`config.mk`:
```
export PLATFORM = sky130hd
export DESIGN_NAME = tinker_reg_dump
export DESIGN_NICKNAME = d
export VERILOG_FILES = /design/src/rtl/tinker_reg_dump.sv
export SDC_FILE = /design/constraint.sdc
export NUM_CORES = 1
export LEC_CHECK = 0
export BUFFER_PORTS_ARGS = -buffer_cell sky130_fd_sc_hd__buf_2
export CAP_MARGIN = 20
export CELL_PAD_IN_SITES_DETAIL_PLACEMENT = 0
export CELL_PAD_IN_SITES_GLOBAL_PLACEMENT = 1
export CORE_MARGIN = 1
export CORE_UTILIZATION = 30
export CTS_BUF_LIST = sky130_fd_sc_hd__clkbuf_4 sky130_fd_sc_hd__clkbuf_8
export CTS_CLUSTER_DIAMETER = 120
export DETAILED_ROUTE_END_ITERATION = 12
export PLACE_DENSITY_LB_ADDON = 0.3
export SYNTH_ARGS = -nofsm -noshare
export SYNTH_HDL_FRONTEND = slang
export SYNTH_SLANG_ARGS = --single-unit
```
`constraint.sdc`:
```
create_clock -name clk -period 1.95 [get_ports clk]
set_clock_uncertainty 0.05 [all_clocks]
set_input_delay 0.0975 -clock clk [delete_from_list [all_inputs] [get_ports clk]]
set_output_delay 0.0975 -clock clk [all_outputs]
set_load 0.02 [all_outputs]
```
`src/rtl/tinker_reg_dump.sv`:
```
// tinker_reg_dump: after halt, streams registers FIRST_REG..FIRST_REG+NUM_REGS-1 little-endian as bytes
module tinker_reg_dump #(
  parameter int NUM_REGS  = 32,
  parameter int FIRST_REG = 0,
  parameter int DATA_W    = 64
) (
  input  logic              clk,
  input  logic              reset,
  input  logic              hlt,
  output logic [4:0]        rf_rd_addr,
  input  logic [DATA_W-1:0] rf_rd_data,
  output logic              tx_valid,
  input  logic              tx_ready,
  output logic [7:0]        tx_byte,
  output logic [4:0]        tx_reg,
  output logic [2:0]        tx_byte_idx,
  output logic              tx_last,
  output logic              busy,
  output logic              done
);
  typedef enum logic [1:0] {IDLE, LOAD, SEND, DONE} state_t;
  // full-width sum narrowed once; FIRST_REG+NUM_REGS <= 32 keeps it in 0..31
  localparam logic [4:0] FIRST = 5'(FIRST_REG);
  localparam logic [4:0] LAST  = 5'(FIRST_REG + NUM_REGS - 1);
  state_t            state_q;
  logic [4:0]        idx_q;
  logic [DATA_W-1:0] shift_q;
  logic              valid_q, last_q, busy_q, done_q;
  logic [4:0]        reg_q;
  logic [2:0]        bidx_q;
  assign rf_rd_addr  = idx_q;
  assign tx_byte     = shift_q[7:0];
  assign tx_valid    = valid_q;
  assign tx_reg      = reg_q;
  assign tx_byte_idx = bidx_q;
  assign tx_last     = last_q;
  assign busy        = busy_q;
  assign done        = done_q;
  always_ff @(posedge clk) begin
    if (reset) begin
      state_q <= IDLE;
      idx_q   <= FIRST;
      shift_q <= '0;
      valid_q <= 1'b0;
      last_q  <= 1'b0;
      busy_q  <= 1'b0;
      done_q  <= 1'b0;
      reg_q   <= '0;
      bidx_q  <= '0;
    end else begin
      unique case (state_q)
        IDLE: if (hlt) begin
          state_q <= LOAD;
          busy_q  <= 1'b1;
        end
        LOAD: begin
          shift_q <= rf_rd_data;
          bidx_q  <= '0;
          reg_q   <= idx_q;
          valid_q <= 1'b1;
          last_q  <= 1'b0;
          state_q <= SEND;
        end
        SEND: if (tx_ready) begin
          if (bidx_q != 3'd7) begin
            shift_q <= shift_q >> 8;
            bidx_q  <= bidx_q + 3'd1;
            last_q  <= (idx_q == LAST) && (bidx_q == 3'd6);
          end else begin
            valid_q <= 1'b0;
            last_q  <= 1'b0;
            if (idx_q == LAST) begin
              state_q <= DONE;
              busy_q  <= 1'b0;
              done_q  <= 1'b1;
            end else begin
              idx_q   <= idx_q + 5'd1;
              state_q <= LOAD;
            end
          end
        end
        DONE: ;
      endcase
    end
  end
endmodule

```
After elaboration in Yosys (flattened, before gate mapping)
Cells that the tools add are included.
{"block": "op_classes", "addsub": 2, "n_eq_ne": 10, "n_mux": 22, "n_bitwise": 2, "n_reduce_logical": 12}
{"operator": "$mux W64", "count": 2}
{"operator": "$pmux W64 S2", "count": 1}
{"operator": "$reduce_and A4 Y1", "count": 3}
{"operator": "$ne A2 B2 Y1 const B", "count": 5}
{"operator": "$mux W1", "count": 8}
{"operator": "$mux W2", "count": 4}
{"operator": "$mux W3", "count": 2}
{"operator": "$pmux W1 S2", "count": 3}
{"operator": "$pmux W2 S3", "count": 1}
{"operator": "$pmux W3 S2", "count": 1}
{"operator": "$reduce_and A3 Y1", "count": 2}
{"operator": "$add A5 B1 Y5 const B", "count": 1}
{"operator": "$eq A5 B5 Y1 const B", "count": 1}
{"operator": "$reduce_and A5 Y1", "count": 1}
{"operator": "$reduce_bool A2 Y1", "count": 2}
{"operator": "$add A3 B1 Y3 const B", "count": 1}
{"operator": "$eq A3 B3 Y1 const B", "count": 1}
{"operator": "$ne A3 B3 Y1 const B", "count": 1}
{"operator": "$reduce_bool A3 Y1", "count": 1}
{"operator": "$eq A2 B1 Y1 const B", "count": 1}
{"operator": "$eq A2 B2 Y1 const B", "count": 1}
{"operator": "$logic_not A2 Y1", "count": 1}
{"operator": "$not A1 Y1", "count": 2}
{"operator": "$reduce_and A2 Y1", "count": 1}
{"operator": "$logic_and A1 B1 Y1", "count": 1}
{"block": "word_totals", "ff_bits": 83, "in_bits": 68}

Longest topological paths before layout
Gate-level depths: netlist of the first run.
{"block": "depth", "depth_word": 5, "ltp_mapped": 8}

Worst setup path after synthesis of the first run
No wires, ideal clock.
{"block": "synth_path", "kind": "register -> register", "startpoint": "reg idx_q[0], in the netlist rf_rd_addr[0]", "endpoint": "reg idx_q[3], in the netlist rf_rd_addr[3]", "arrival_ps": 1794, "required_time_ps": 1830, "path_slack_ps": 36, "stages_incl_launch_ff": 7, "synth_period_minus_slack_ps": 1914, "path_cell_list": "dfxtp_1 ha_1 and3_1 ha_1 nand4b_2 or3_1 a21oi_1"}
{"block": "synth_via", "elab_chain_cells": 3}
{"element": "start, declared", "line_no": "26", "source": "logic [4:0] idx_q;"}
{"element": "start signal, assigned", "line_no": "77", "source": "idx_q <= idx_q + 5'd1;"}
{"element": "parallel branches: the longest is 3 deep, another holds $add A5 B1 Y5"}
Parallel ways; which one is timed is not known.
A chain may end at the register's enable or synchronous reset.

Worst setup path in the final report of the first run
{"block": "layout_path", "startpoint": "reg state_q[1]", "endpoint": "reg shift_q[55]"}
{"block": "layout_via", "elab_chain_cells": 3}
{"element": "start, declared", "line_no": "25", "source": "state_t state_q;"}
{"element": "start signal, assigned", "line_no": "41", "source": "state_q <= IDLE;"}
{"element": "start signal, assigned", "line_no": "53", "source": "state_q <= LOAD;"}
{"element": "start signal, assigned", "line_no": "62", "source": "state_q <= SEND;"}
{"element": "$eq A2 B2 Y1 / $eq A2 B1 Y1 (equally long branches)", "line_no": "51", "source": "unique case (state_q)"}
{"element": "$ne A2 B2 Y1 (no line) / $reduce_bool A2 Y1 (equally long branches)"}
{"element": "$reduce_and A3 Y1 (no line)"}
{"element": "end signal, assigned", "line_no": "57", "source": "shift_q <= rf_rd_data;"}
{"element": "end signal, assigned", "line_no": "66", "source": "shift_q <= shift_q >> 8;"}
{"element": "end, declared", "line_no": "27", "source": "logic [DATA_W-1:0] shift_q;"}
Parallel ways exist; a longest one is shown, timed or not.

==> impl_results.md, run 1 <==
* Run status: finished, final reports clean
* Yosys cell types at 37
* Vias post-DR at 3,514
* RSZ-0062 raised after global routing: no
* Max cap viols at 0
* Top Family by Delay on Critical Path: flip-flops
* Tcrit/Tclk final at 94.8%
* Maximum VDD drop at 0.393 mV
* Post-layout min period at 1.85 ns
* DRC viols at 0
* Die width at 122 um
* Avg WL per Cell at 17.3 um
* CTS Buf Count at 9
* Root buffer cell: clkbuf_8
* Power density cells at 1170 nW/um2
* Yosys warning count at 0
* Post-DP HPWL at 7.61 mm
* Filler Cell Count at 1,452
* Worst-path fanout max at 56
* Worst path cell trace: inv_1 -> ha_1 -> or2_2 -> buf_12 -> a31oi_1 -> a211oi_2
* CP max stage delay at 0.43 ns
* Crit path buf inv count at 2
* Top-area cell type share of the netlist area at 38.4%
* First drt pass iteration count at 4
* Hold Crit Class: in -> reg
* Number of port buffers at 92
* Setup tns final at 0 ns
* Post-Syn Nets at 491
* Layout Nets at 563
* # H-tree levels at 3
* Startpoint Class: register
* Hold slack at 0.0152 ns
* Die span in y at 122 um
* Kind of critical path: reg -> reg
* Cells after synthesis at 413
* Primary FF master, synth: dfxtp_1
* Vias in the first global route at 3,471
* Slowest-stage cell, CP: dfxtp_1
* First-pass GRT wire length at 18.3 mm
* Die ar. at 14,900 um2
* Most frequent cells after synthesis: dfxtp_1 (83), mux2i_1 (64), a31oi_1 (56)
* FF+latch count, synth at 83
* Total power draw at 0.00611 W
* First DRT Iteration DRCs at 191
* Final setup viols at 0
* Top-count cell post-synth: dfxtp_1
* Post-synthesis sequential area ratio at 38.4%
* Slew headroom at 66.2%
* Largest net degree at the start of global routing at 57
* Largest register FFs at 64
* Mapped Area at 4330 um2
* Initial Util at 31.0%
* Worst-path clk slew at 0.09 ns
* Clock sinks at 83
* Global route overflow at 0
* Worst slew pin tran at 0.507 ns
* Syn_area_per_cell at 10.5 um2
* N_diodes at 0
* Leading area contributor after synthesis: dfxtp_1
* Clk buf depth at 2
* GPL Wtd Cong at 0.757
* Async SR Flop Fraction at 0%
* Final ANT Viol Nets at 0
* Slew Limit Fails at 0
* Antenna violations before repair at 0
* Ports at 93
* Worst path required time at 2.15 ns
* Post-CTS Setup Inserts at 0
* Area Overhead vs Synth at 20.7%
* Placed Instances at 646
* Number of synthesized flops with an enable pin at 0
* Crit path capture type: register
* Share of layout cells above drive strength 1 at 36.9%
* Site Rows at 43
* Worst-skew pair later-pin latency at 0.37 ns
* Leakage at 1.94 nW
* Post-Route WL at 11.6 mm
* Post-layout util at 37.4%
* Layout Cells excl Fill at 670
* TritonCTS clock tree: yes
* F_max at 541 MHz
* Top cells by area, synth: dfxtp_1 (38%), mux2i_1 (15%), a211oi_2 (12%)
* Total core area at 14,000 um2
* GRT Total Usage at 16.1%
* Crit path DAT at 2.04 ns
* Vias/cell at 5.24
* Fin. Hold Viols at 0
[area by class of cell]
type                       instances  area (um2)  share of cell area (%)
multi-input combinational        267        2320                    44.4
tap                              180         225                    4.31
sequential                        83        1660                    31.8
clock buffer                      12         159                    3.04
timing repair buffer             118         778                    14.9
clock inverter                     4        56.3                    1.08
inverter                           6        22.5                   0.431
[worst min-delay path, stage by stage]
cell      delay [ns]
buf_2           0.10
mux2i_1         0.12
a211oi_1        0.08
[power by group]
group          total [W]  leakage [nW]  internal, W  switching (W)
combinational    0.00231          1.15      0.00103        0.00128
clock            0.00136         0.111     0.000686       0.000678
sequential       0.00243         0.682      0.00215       0.000280
[routing by layer]
layer	wire [um]	global-route usage (%)
met1	5630	21.7
met4	127	4.57
met3	495	4.35
met2	5370	25.2
met5	0	0
[kinds of logic (layout without fill, tap and decap cells)]
group | Yosys count | in the layout | share of synthesized area [%]
AND/OR/NAND/NOR | 45 | 45 | 7.02
multiplexers | 67 | 67 | 15.6
XOR/XNOR | 1 | 1 | 0.202
flip-flops | 83 | 83 | 38.4
adder cells (fa/ha/maj) | 10 | 10 | 2.89
AO/OA/AOI/OAI | 144 | 144 | 26.9
buffers and inverters | 63 | 140 | 9.04
[path summary, 6_finish.rpt]
| path | startpoint | to | depth (start not counted) | slack [ns] |
|---|---|---|---|---|
| worst max-delay path | state_q[1] | shift_q[55] | 6 | 0.10 |
| worst min register to register | shift_q[61] | shift_q[61] | 2 | 0.42 |
| worst min-delay path | rf_rd_data[20] | shift_q[20] | 3 | 0.02 |
| worst max register to register | state_q[1] | shift_q[55] | 6 | 0.10 |
[layout by cell type, fill, tap and decap left out, drive strengths merged]
cell / n
o21ai: 3
nor2b: 3
dlygate4sd3: 8
buf: 110
a31oi: 56
clkbuf: 12
o31ai: 12
and2: 1
nor2: 14
and2b: 1
nand4: 3
and3: 2
a41oi: 1
nand4b: 10
clkinv: 2
or3: 3
nand3: 1
ha: 10
mux2i: 64
inv: 7
dfxtp: 83
nor3: 2
nor4: 2
nand2b: 1
mux2: 3
xor2: 1
nand2: 1
a211oi: 56
a21oi: 16
bufinv: 1
or2: 1
[per-stage QoR]
step / area (um2) / worst slack, ns
floorplan: 4330 / 0.0357
global placement: 4900 / 0.0882
detailed placement: 4900 / 0.0218
CTS: 5200 / 0.00210
global route: 5230 / 0.00281
finish: 5230 / 0.101
[what timing repair did]
action,4_1_cts,5_1_grt
endpoints found under the setup margin,0,58
endpoints found under the hold margin,8,0
hold buffers,8,0
resized for setup,0,5
Note: power is estimated with default switching activity, not from simulation.
==> inputs of run 2 (changes only) <==
SETUP_SLACK_MARGIN = 0.4   (was default)
==> impl_results.md, run 2 (synthesis gave the netlist of run 1 again) <==
* Clk buf depth at 2 (unchanged)
* Antenna violations before repair at 0 (unchanged)
* Final ANT Viol Nets at 0 (unchanged)
* Worst slew pin tran at 0.599 ns (was 0.507 ns)
* Hold slack at 0.0117 ns (was 0.0152 ns)
* Vias/cell at 5.31 (was 5.24)
* Global route overflow at 0 (unchanged)
* RSZ-0062 raised after global routing: yes (was no)
* Wl on met1 at 6.38 mm (was 5.63 mm)
* Vias in the first global route at 3,907 (was 3,471)
* Root buffer cell: clkbuf_8 (unchanged)
* Crit path DAT at 1.95 ns (was 2.04 ns)
* WL met3 at 392 um (was 495 um)
* TritonCTS clock tree: yes (unchanged)
* Largest net degree at the start of global routing at 45 (was 57)
* Post-DP HPWL at 8.21 mm (was 7.61 mm)
* Die width at 122 um (unchanged)
* Hold Path Origin: rf_rd_data[19] (was rf_rd_data[20])
* First-pass GRT wire length at 20.6 mm (was 18.3 mm)
* Site Rows at 43 (unchanged)
* GPL Wtd Cong at 0.754 (was 0.757)
* Vias post-DR at 3,847 (was 3,514)
* Initial Util at 31.0% (unchanged)
* Post-layout min period at 1.73 ns (was 1.85 ns)
* Tcrit/Tclk final at 88.8% (was 94.8%)
* Worst-skew pair later-pin latency at 0.37 ns (about the same)
* Commonest non-fill, non-tap cell in the layout: buf_2 (unchanged)
* Crit path capture type: register (unchanged)
* # H-tree levels at 3 (unchanged)
* Area Overhead vs Synth at 65.5% (was 20.7%)
* Total core area at 14,000 um2 (unchanged)
* Layout Nets at 619 (was 563)
* Share of layout cells above drive strength 1 at 62.4% (was 36.9%)
* First DRT Iteration DRCs at 186 (was 191)
* Placed Instances at 651 (was 646)
* Worst path required time at 2.17 ns (was 2.15 ns)
* Fin. Hold Viols at 0 (unchanged)
* Power density cells at 1170 nW/um2 (about the same)
* Setup tns final at 0 ns (unchanged)
* CTS Buf Count at 9 (unchanged)
* GRT Total Usage at 18.3% (was 16.1%)
* Maximum VDD drop at 0.426 mV (was 0.393 mV)
* Slew headroom at 60.1% (was 66.2%)
* Final setup viols at 0 (unchanged)
* Worst-path clk slew at 0.09 ns (about the same)
* Die ar. at 14,900 um2 (unchanged)
* Worst-path fanout max at 6 (was 56)
* Top Metal Used: met4 (unchanged)
* Layout Cells excl Fill at 725 (was 670)
* First drt pass iteration count at 4 (unchanged)
* CP startpoint: state_q[0] (was state_q[1])
* Ports at 93 (unchanged)
* N_diodes at 0 (unchanged)
* Filler Cell Count at 1,226 (was 1,452)
* Slew Limit Fails at 0 (unchanged)
* Leakage at 2.53 nW (was 1.94 nW)
* Run status: finished, final reports clean (unchanged)
* Total power draw at 0.00841 W (was 0.00611 W)
* F_max at 578 MHz (was 541 MHz)
* Routed wl met2 at 7.06 mm (was 5.37 mm)
* Die span in y at 122 um (unchanged)
* Most frequent cells in the layout: buf_2 (91), dfxtp_1 (76), mux2i_1 (58) (was buf_2 (91), dfxtp_1 (83), mux2i_1 (64))
* Startpoint Class: register (unchanged)
* DRC viols at 0 (unchanged)
* Number of port buffers at 92 (unchanged)
* Max cap viols at 0 (unchanged)
* Post-Route WL at 14.0 mm (was 11.6 mm)
* Reg2reg start: state_q[0] (was state_q[1])
* Hold Crit Class: in -> reg (unchanged)
* Clock sinks at 83 (unchanged)
* Largest register FFs at 64 (unchanged)
* Kind of critical path: reg -> reg (unchanged)
* Avg WL per Cell at 19.3 um (was 17.3 um)
## run 2: cell count changes in the layout (fill, tap and decap cells not counted), moves of 7 or more
| cell | change |
|---|---|
| a31oi_4 | +40 |
| o31ai_1 | -11 |
| buf_4 | +25 |
| buf_12 | +11 |
| dfxtp_1 | -7 |
| buf_6 | +8 |
| o31ai_4 | +9 |
| ha_4 | +7 |
| a31oi_1 | -52 |
| a211oi_1 | -9 |
| a211oi_2 | +8 |
| a31oi_2 | +12 |
## run 2: layout make-up
type	count	area (um2)	area share, %
clock buffer	11	145	2.03
clock inverter	4	98.8	1.38
inverter	6	25.0	0.349
multi-input combinational	267	3410	47.5
sequential	83	1690	23.5
tap	180	225	3.14
timing repair buffer	174	1580	22.1
## run 2: repair_timing
item                       4_1_cts  5_1_grt
pin swaps                        9       12
setup endpoints to repair       73       76
hold buffers                     8        0
cloned                           5        6
setup buffers                   37        3
hold endpoints to repair         8        0
gates resized for setup         44       81
## run 2: critical path, stage by stage, from the launching register on
cell	delay, ns
dfxtp_4	0.37
inv_4	0.05
ha_4	0.18
buf_4	0.16
buf_4	0.15
mux2i_2	0.16
nor4_4	0.19
mux2_4	0.32
## run 2: final timing paths
path	to	slack, ns	cells after the start
worst max-delay path	busy	0.22	7
worst min-delay path	shift_q[19]	0.01	3
worst max register to register	busy	0.22	7
worst min register to register	tx_last	0.44	2
## run 2: where the power goes
part | internal, W | switching [W]
Combinational | 0.00232 | 0.00191
Sequential | 0.00215 | 0.000461
Clock | 0.000896 | 0.000676
## run 2: routing by layer
| metal | up-vias | GRT usage, % |
|---|---|---|
| met5 | - | 0 |
| met4 | 0 | 6.40 |
| met3 | 15 | 3.14 |
| met2 | 68 | 30.5 |
| met1 | 1908 | 23.6 |
| li1 | 1856 | - |
## run 2: per-stage QoR
step                      cell area, um2  setup WS (ns)  util [%]
after floorplan                     4990          0.312         -
after global placement              5540          0.200      39.6
after detailed placement            5540          0.167      39.6
after CTS                           6520          0.226      46.6
after global routing                7170          0.180      51.2
final                               7170          0.219      51.2
